==> config.mk <==
export PLATFORM = sky130hd
export DESIGN_NAME = bus_mem_ctrl
export DESIGN_NICKNAME = d
export VERILOG_FILES = /design/src/rtl/bus_mem_ctrl.sv
export SDC_FILE = /design/constraint.sdc
export NUM_CORES = 1
export LEC_CHECK = 0
export ABC_AREA = 1
export CAP_MARGIN = 15
export CORE_MARGIN = 5
export CORE_UTILIZATION = 50
export CTS_BUF_LIST = sky130_fd_sc_hd__clkbuf_8
export DETAILED_ROUTE_END_ITERATION = 10
export PLACE_DENSITY = 0.66
export SYNTH_ARGS = -nofsm -noshare
export SYNTH_HDL_FRONTEND = slang
export SYNTH_SLANG_ARGS = --single-unit
==> constraint.sdc <==
create_clock -name clk -period 17.84 [get_ports clk]
set_input_delay 3.568 -clock clk [delete_from_list [all_inputs] [get_ports clk]]
set_output_delay 3.568 -clock clk [all_outputs]
set_load 0.1 [all_outputs]
==> src/rtl/bus_mem_ctrl.sv <==
`default_nettype none
// ============================================================================
// bus_mem_ctrl : CPU bus slave with nibble RAM, I/O window and program loader
// Revision 1.0 : initial release
// ============================================================================
module bus_mem_ctrl #(
  parameter int          ADDR_W  = 8,
  parameter logic [11:0] IO_BASE = 12'hFF0
) (
  input  logic        clk,
  input  logic        rst_n,
  input  logic [11:0] bus_addr,
  input  logic        bus_data_rw,
  input  logic [3:0]  bus_data_out,
  output logic [3:0]  bus_data_in,
  input  logic        load_en,
  input  logic        load_valid,
  input  logic [3:0]  load_data,
  output logic        load_ready,
  output logic        cpu_rst_n,
  input  logic [3:0]  gpio_in,
  output logic [3:0]  gpio_out
);

  localparam int DEPTH = 1 << ADDR_W;

  typedef enum logic [1:0] {
    LOAD_IDLE = 2'd0,
    LOADING   = 2'd1,
    RUN       = 2'd2
  } state_t;

  state_t            state_q, state_d;
  logic [ADDR_W-1:0] ptr_q, ptr_d;
  logic              ovf_q, ovf_d;
  logic              load_ready_q, cpu_rst_n_q;
  logic [3:0]        gpio_q, gpio_d;
  logic [3:0]        scratch_q, scratch_d;
  logic [3:0]        sync1_q, sync2_q;
  logic [3:0]        mem [DEPTH];

  logic              load_xfer;
  logic              bus_wr;
  logic              io_sel;
  logic [3:0]        io_off;
  logic              enter_load;
  logic [3:0]        status;
  logic [3:0]        rd_data;

  assign load_xfer  = load_valid & load_ready_q;
  assign bus_wr     = (state_q == RUN) & bus_data_rw;
  assign io_sel     = (bus_addr[11:4] == IO_BASE[11:4]);
  assign io_off     = bus_addr[3:0];
  assign enter_load = (state_d == LOADING) && (state_q != LOADING);
  assign status     = {2'b00, ovf_q, (state_q == RUN)};

  always_comb begin
    state_d = state_q;
    case (state_q)
      LOAD_IDLE: state_d = load_en ? LOADING : RUN;
      LOADING:   state_d = load_en ? LOADING : RUN;
      RUN:       state_d = load_en ? LOADING : RUN;
      default:   state_d = LOAD_IDLE;
    endcase
  end

  // A fresh load session restarts at RAM[0] with a clean overflow flag.
  always_comb begin
    ptr_d     = ptr_q;
    ovf_d     = ovf_q;
    gpio_d    = gpio_q;
    scratch_d = scratch_q;
    if (enter_load) begin
      ptr_d = '0;
      ovf_d = 1'b0;
    end else if (load_xfer) begin
      ptr_d = ptr_q + ADDR_W'(1);
      if (ptr_q == {ADDR_W{1'b1}}) ovf_d = 1'b1;
    end
    if (bus_wr && io_sel) begin
      if (io_off == 4'h0) gpio_d    = bus_data_out;
      if (io_off == 4'h3) scratch_d = bus_data_out;
    end
  end

  always_ff @(posedge clk) begin
    if (!rst_n) begin
      state_q      <= LOAD_IDLE;
      ptr_q        <= '0;
      ovf_q        <= 1'b0;
      load_ready_q <= 1'b0;
      cpu_rst_n_q  <= 1'b0;
      gpio_q       <= 4'h0;
      scratch_q    <= 4'h0;
      sync1_q      <= 4'h0;
      sync2_q      <= 4'h0;
    end else begin
      state_q      <= state_d;
      ptr_q        <= ptr_d;
      ovf_q        <= ovf_d;
      load_ready_q <= (state_d == LOADING);
      cpu_rst_n_q  <= (state_q == RUN);
      gpio_q       <= gpio_d;
      scratch_q    <= scratch_d;
      sync1_q      <= gpio_in;
      sync2_q      <= sync1_q;
    end
  end

  // RAM has no reset; writes are suppressed while rst_n is low so a reset
  // mid-load cannot commit a stray nibble.
  always_ff @(posedge clk) begin
    if (rst_n && load_xfer) begin
      mem[ptr_q] <= load_data;
    end else if (rst_n && bus_wr && !io_sel) begin
      mem[bus_addr[ADDR_W-1:0]] <= bus_data_out;
    end
  end

  always_comb begin
    rd_data = mem[bus_addr[ADDR_W-1:0]];
    if (io_sel) begin
      case (io_off)
        4'h0:    rd_data = gpio_q;
        4'h1:    rd_data = sync2_q;
        4'h2:    rd_data = status;
        4'h3:    rd_data = scratch_q;
        default: rd_data = 4'h0;
      endcase
    end
  end

  assign bus_data_in = rd_data;
  assign load_ready  = load_ready_q;
  assign cpu_rst_n   = cpu_rst_n_q;
  assign gpio_out    = gpio_q;

endmodule
`default_nettype wire
* Word level (Yosys, flattened, before mapping) *
Memories as Yosys holds them, arrays and structs flattened.
Index checks and enable logic that the tools add are counted.

storage, ports and cells
  flip-flop bits (word level) = 29
  bits in writable memories = 1024
  input port bits = 29
  output and inout bits = 10
  logic and storage cells = 49
  memories = 1

memory list
  name  depth  width  read ports  clocked after Yosys merged registers in  wr ports  RTL line  source
  mem   256    4      1           0                                        1         40        logic [3:0] mem [DEPTH];

operators by class
  add/subtract/negate cells = 1
  eq/ne operators = 9
  mux-type cells = 12
  bitwise operators = 3
  reduce and logical (&&, ||, !) cells = 14

operators by type and width
  kind                   number
  $eq A8 B8 Y1 const B   2
  $pmux W4 S4            1
  $add A8 B1 Y8 const B  1
  $eq A4 B2 Y1 const B   2
  $mux W4                2
  $mux W8                1
  $mux W1                6
  $reduce_and A2 Y1      3
  $logic_and A1 B1 Y1    5
  $eq A2 B1 Y1 const B   2
  $eq A4 B1 Y1 const B   1
  $logic_not A4 Y1       1
  $mux W2                2
  $reduce_or A4 Y1       1
  $reduce_or A3 Y1       1
  $and A1 B1 Y1          2
  $eq A2 B2 Y1 const B   1
  $logic_not A2 Y1       1
  $ne A2 B1 Y1 const B   1
  $reduce_or A2 Y1       1
  $logic_not A1 Y1       1
  $not A1 Y1             1

* Longest topological paths before layout *
Gate-level depths: netlist (run 1).

  depth in word-level cells = 9
  depth in mapped cells = 21
  mapped depth without buffers = 19

* Worst setup path before layout (run 1) *
OpenSTA, ideal clock, no wires.

  kind = input to output
  start = input bus_addr[1]
  end = output bus_data_in[2]
  arrival time = 5760 ps
  required time = 14272 ps
  setup slack = 8512 ps
  stages on the path = 16
  path buffers = 4
  cell sequence = clkbuf_1 > clkbuf_1 > buf_2 > buf_1 > nand2_1 > nand3_1 > nand3_1 > nand2_1 > nand2_1 > nand2_1 > nor2_1 > nand2_1 > nand3_1 > nand2_1 > nand2_1 > nand2_1

on the way
  cells in the longest elaborated chain, start to end = 3
  elaborated cells on any way between the ends = 7
  those cells by class = eq/ne: 3; mux: 2; reduce/logical: 1; memory: 1

RTL lines
  item                                                                     RTL line  source
  from (decl)                                                              12        input logic [11:0] bus_addr,
  parallel branches: the longest is 2 deep, another holds $mem_v2 Z256 W4  --
  $mux W4 *                                                                122       if (io_sel) begin
  to (decl)                                                                15        output logic [3:0] bus_data_in,

Every way passes the cells marked *.

* Worst setup path in the final report (run 1) *
Same ends and word-level chain as after synthesis.

==> flow_summary.toml, run 1 <==
[hold_path]
whs_path_depth = 2
worstHoldStart = "sync1_q[2]"
hold_class = "flip-flop to flip-flop"

[sta]
grt_setup_unrepaired = "false"
tns_ns = 0
min_period_ns = 12.38
fin_crit_sh_pct = 69.39
fmax_mhz = 80.78
final-hold-violation-count = 0
finalClockSkew_ns = 0.02630
setup_viol = 0
timing.hold.ws_ns = 0.4184
relSlewSlack_pct = 15.67
maxSlewViolCount = 0
tightest_slew_ns = 1.262

[layout]
fillers = 7533
drive_above_1_share_pct = 7.082
layout_commonest_cell = "nand2_1"
area.sequential_sq_mm = 0.03131
nNetsFinal = 4259
multi_input_area_sq_mm = 0.01127
fin_util_pct = 55.74
area_delta_synth_final_pct = 10.18
final_cell_mix = "nand2_1 (1912), edfxtp_1 (1024), nor2_1 (423)"

[setup_path]
critPathLaunch = "bus_addr[1]"
required_ns = 14.27
cp_max_fo = 55
critPathTopFamily = "buffers and inverters"
timing.rr.start = "state_q[0]"
crit_path_end_kind = "output pin"
r2r_cells = 9
crit_buf_inv = 8
cp_common_cell = "nand2_1"
path_cells = "buf_4, buf_4, nand2_1, buf_4, clkinv_2, buf_4, buf_4, nand2_1, nand2_1, o21ai_1, nand2_1, inv_1, a21oi_1, nor2_1, nand2_1, nand3_1, nand2_1, nand2_1, nand2_1, clkdlybuf4s50_1"
startpoint_type = "primary input"
r2r_setup_slack_ns = 13.80
slowest_stage = "clkdlybuf4s50_1"
setup.worst_path.class = "primary input to output pin"
cpPeakStageDelay_ns = 1.14
path_depth = 20
arrival_ns = 8.81

[placed_design]
dp_hpwl_microns = 66630
io_buffers = 38
place.gp.congestion = 0.8872

[drt]
vias = 30030
vias_per_cell = 5.439
wirelength_microns = 115800
ant_nets = 0
drc = 0
avgRoutedWirePerCell_microns = 20.99
firstDrtPassIters = 5
drt_iter0_drc = 2829

[global_route]
grt_pass1_wl_microns = 176100
gr-total-overflow = 0
track_usage_pct = 24.47
grt_pass1_vias = 29550
antenna_found_initial = 3
grt_max_degree = 183

[power_and_ir_drop]
p_comb_share_pct = 6.2
internal_power_mw = 3.774
finalPower_mw = 4.981
clkPwrFrac_pct = 39.1
seq_power_share_pct = 54.7
irDropWorstVdd_mv = 0.07686
switching_share_pct = 24.24
p_sw_mw = 1.207
cellPowerDensity_mw_per_mm2 = 102.7
p_leak_nw = 18.35

[clock_tree]
postCtsSetupRepairBufs = 0
cts_tree = "yes"
ctsHtreeMaxLevel = 4
cts_hold_buf = 0
clkLatencyLatePin_ns = 0.82
numCtsBuffers = 171
clkSinkCount = 1052
cts_root_buf = "clkbuf_8"
post_cts_resized = 0
clk_path_buf_depth = 3
clk_pin_slew_ns = 0.06

[floorplanning]
coreArea_sq_mm = 0.08702
ioPinCount = 39
die_h_microns = 306.7
start_util_pct = 50.59
die_w_microns = 306.7
row_count = 108
die_area_sq_mm = 0.09409

[logic_synthesis]
syn_nets = 4218
syn_avg_cell_area_sq_um = 10.51
seq_area_frac_synth_pct = 71.11
synth.distinct_cells = 34
synth_cells = 4188
synth_seq_cells = 1052
synth_warnings = 0
syn_area_sq_mm = 0.04403

[outcome]
outcome = "finished clean"

[run]
cap_violations = 0
-- flip-flops by register name (all words and copies together), names as in the netlist --
register   flops
scratch_q      4
sync1_q        4
mem         1024
ptr_q          8
ovf_q          1
state_q        2
sync2_q        4
gpio_out       4
cpu_rst_n      1
-- per-stage QoR --
stage	worst slack (ns)	area, sq um	cells
6_report	5.461	48510	5520
5_1_grt	5.116	48510	5520
4_1_cts	5.549	48510	5518
3_5_place_dp	5.557	45360	5211
3_3_place_gp	5.515	45360	5211
2_1_floorplan	8.512	44030	4188
-- layout make-up --
class / instances / area share (%)
clock buffers: 173 / 4.908
well taps: 1155 / 2.979
inverters: 156 / 1.230
repair buffers: 86 / 1.537
diodes: 2 / 0.01032
multi-input cells: 2762 / 23.22
clock inverters: 134 / 1.568
flip-flops and latches: 1052 / 64.54
-- tightest hold or removal path, stage by stage, from the launching register on --
cell and delay, ns:
dfxtp_1 0.30, nand2_1 0.05, inv_1 0.04
-- worst paths after layout --
kind	end
setup reg to reg	mem[178][1]
hold reg to reg	sync2_q[2]
hold / removal	sync2_q[2]
setup / recovery	bus_data_in[2]
-- layer usage --
layer  part of all wire, %  track usage (%)  wire length [microns]  up-vias
met3                   8.2            4.109                   9463      266
li1                      -                -                      -    14010
met4                   3.8            9.777                   4414        0
met2                    48            40.28                  55180     1336
met1                    40            32.89                  46780    14420
met5                     0                0                      0        -
-- logic make-up after synthesis --
logic type | after synthesis | share of synthesized area, %
DFF | 1052 | 71.11
AOI/OAI and AO/OA | 115 | 1.461
and+or+nand+nor | 2646 | 23.95
buffers and inverters | 374 | 3.453
adders and majority gates | 1 | 0.02841
-- power by group through the flow --
stage | clock network (mW) | registers (mW) | logic [mW]
global placement | 0 | 2.78 | 0.303
finish | 1.95 | 2.73 | 0.307
global route | 2.09 | 2.72 | 0.335
detailed placement | 0 | 2.78 | 0.304
CTS | 1.98 | 2.72 | 0.306
floorplan | 0 | 2.79 | 0.186
-- synth_stat cells, drive strengths merged --
master	n	area (sq um)
a21oi	78	390.4
a22oi	10	75.07
nand3	164	835.8
o21ai	24	153.9
clkbuf	120	450.4
ha	1	12.51
o2111ai	2	17.52
or2	1	6.260
nor3	9	61.31
and2	11	68.82
edfxtp	1024	30750
a31oi	1	6.260
nand2	1928	7272
nand4	95	594.3
dfxtp	28	560.5
nor2	437	1698
buf	98	484.2
inv	152	570.6
nor4	1	6.260
clkinv	4	15.01
Note: power is estimated with default switching activity, not from simulation.
==> run 2, diff against run 1 <==
clock period = 11.6 ns   (was 17.84 ns; I/O delays follow)
==> flow_summary.toml, run 2 (synthesized netlist as in run 1, its figures left out) <==
[hold_path]
worstHoldStart = "sync1_q[3]"
hold_end = "sync2_q[3]"
whs_path_depth = 2
hold_class = "flip-flop to flip-flop"

[setup_path]
critPathLaunch = "bus_addr[2]"
r2r_cells = 9
crit_buf_inv = 5
required_ns = 9.28
path_cells = "buf_2, buf_4, inv_2, nor2_4, clkinv_1, nor2_1, nor2_1, nand2_1, nand3_1, nand2_1, nand3_1, nand2_1, nand2_1, nand2_1, clkdlybuf4s50_1"
startpoint_type = "primary input"
rr_endpoint = "mem[232][0]"
r2r_setup_slack_ns = 7.47
critPathTopFamily = "buffers and inverters"
crit_path_end_kind = "output pin"
slowest_stage = "clkdlybuf4s50_1"
timing.rr.start = "state_q[0]"
cp_max_fo = 32
cpPeakStageDelay_ns = 1.13
cp_common_cell = "nand2_1"
arrival_ns = 7.00
setup.worst_path.class = "primary input to output pin"

[global_route]
grt_pass1_vias = 28580
gr-total-overflow = 0
track_usage_pct = 24.10
antenna_found_initial = 2
grt_pass1_wl_microns = 172900
grt_max_degree = 203

[sta]
setup_ws_ns = 2.276
grt_setup_unrepaired = "false"
setup_viol = 0
tightest_slew_ns = 1.180
relSlewSlack_pct = 21.17
min_period_ns = 9.324
fin_crit_sh_pct = 80.38
finalClockSkew_ns = 0.04533
maxSlewViolCount = 0
tns_ns = 0
final-hold-violation-count = 0
fmax_mhz = 107.2
timing.hold.ws_ns = 0.4109

[floorplanning]
start_util_pct = 50.59
die_h_microns = 306.7
ioPinCount = 39
die_area_sq_mm = 0.09409
die_w_microns = 306.7
row_count = 108
coreArea_sq_mm = 0.08702

[drt]
ant_nets = 0
vias = 29700
wirelength_microns = 114700
drt_iter0_drc = 2755
drc = 0
vias_per_cell = 5.407
avgRoutedWirePerCell_microns = 20.87
firstDrtPassIters = 5

[clock_tree]
clk_pin_slew_ns = 0.05
ctsHtreeMaxLevel = 4
clk_path_buf_depth = 3
clkSinkCount = 1052
numCtsBuffers = 169
cts_root_buf = "clkbuf_8"
cts_hold_buf = 0
cts_tree = "yes"
post_cts_resized = 0
clkLatencyLatePin_ns = 0.83
postCtsSetupRepairBufs = 0

[power_and_ir_drop]
finalPower_mw = 7.459
cellPowerDensity_mw_per_mm2 = 154.5
p_leak_nw = 18.20
irDropWorstVdd_mv = 0.1008

[layout]
nNetsFinal = 4254
layout_commonest_cell = "nand2_1"
area_delta_synth_final_pct = 9.665
reg_top3 = "mem: 1024 flops, ptr_q: 8 flops"
drive_above_1_share_pct = 6.827
top_register = "mem"
largest_reg_flops = 1024
final_cell_mix = "nand2_1 (1910), edfxtp_1 (1024), nor2_1 (423)"

[placed_design]
io_buffers = 38
place_ws_ns = 2.379
dp_hpwl_microns = 64950
place.gp.congestion = 0.8506

[outcome]
outcome = "finished clean"

[run]
cap_violations = 0
==> run 2: worst min-delay path, stage by stage (launching register included) <==
cell,delay (ns)
dfxtp_1,0.30
nand2_1,0.05
inv_1,0.04
==> run 2: per-layer routing <==
metal	share of wire (%)	track usage, %
met1	40	32.88
met2	47	38.89
met3	8.7	4.563
met4	3.7	9.302
met5	0	0
==> run 2: metrics by stage <==
| step | cell area, sq um | cells | utilization, % |
|---|---|---|---|
| floorplan | 44030 | 4188 | - |
| global placement | 45400 | 5208 | 52.17 |
| detailed placement | 45400 | 5208 | 52.17 |
| CTS | 48280 | 5491 | 55.48 |
| global route | 48280 | 5492 | 55.48 |
| finish | 48280 | 5493 | 55.48 |
==> run 2: worst max-delay path by stage <==
| stage | to | slack (ns) | depth (start not counted) |
|---|---|---|---|
| floorplan | mem[0][0] | 4.66 | 10 |
| global placement | bus_data_in[3] | 2.38 | 15 |
| detailed placement | bus_data_in[2] | 2.38 | 20 |
| CTS | bus_data_in[2] | 2.37 | 20 |
| global route | bus_data_in[0] | 2.11 | 22 |
| finish | bus_data_in[3] | 2.28 | 15 |
==> run 2: power breakdown <==
group	internal (mW)	switching, mW
clock network	1.37	1.42
registers	4.19	0.00107
logic	0.105	0.368
==> run 2: cell type report <==
type | instances | area, sq um
Multi-Input combinational cell | 2762 | 11280
Antenna cell | 2 | 5.005
Sequential cell | 1052 | 31310
Timing Repair Buffer | 83 | 773.2
Inverter | 156 | 596.8
Clock buffer | 173 | 2381
Tap cell | 1155 | 1445
Clock inverter | 110 | 496.7
Fill cell | 7417 | 38740
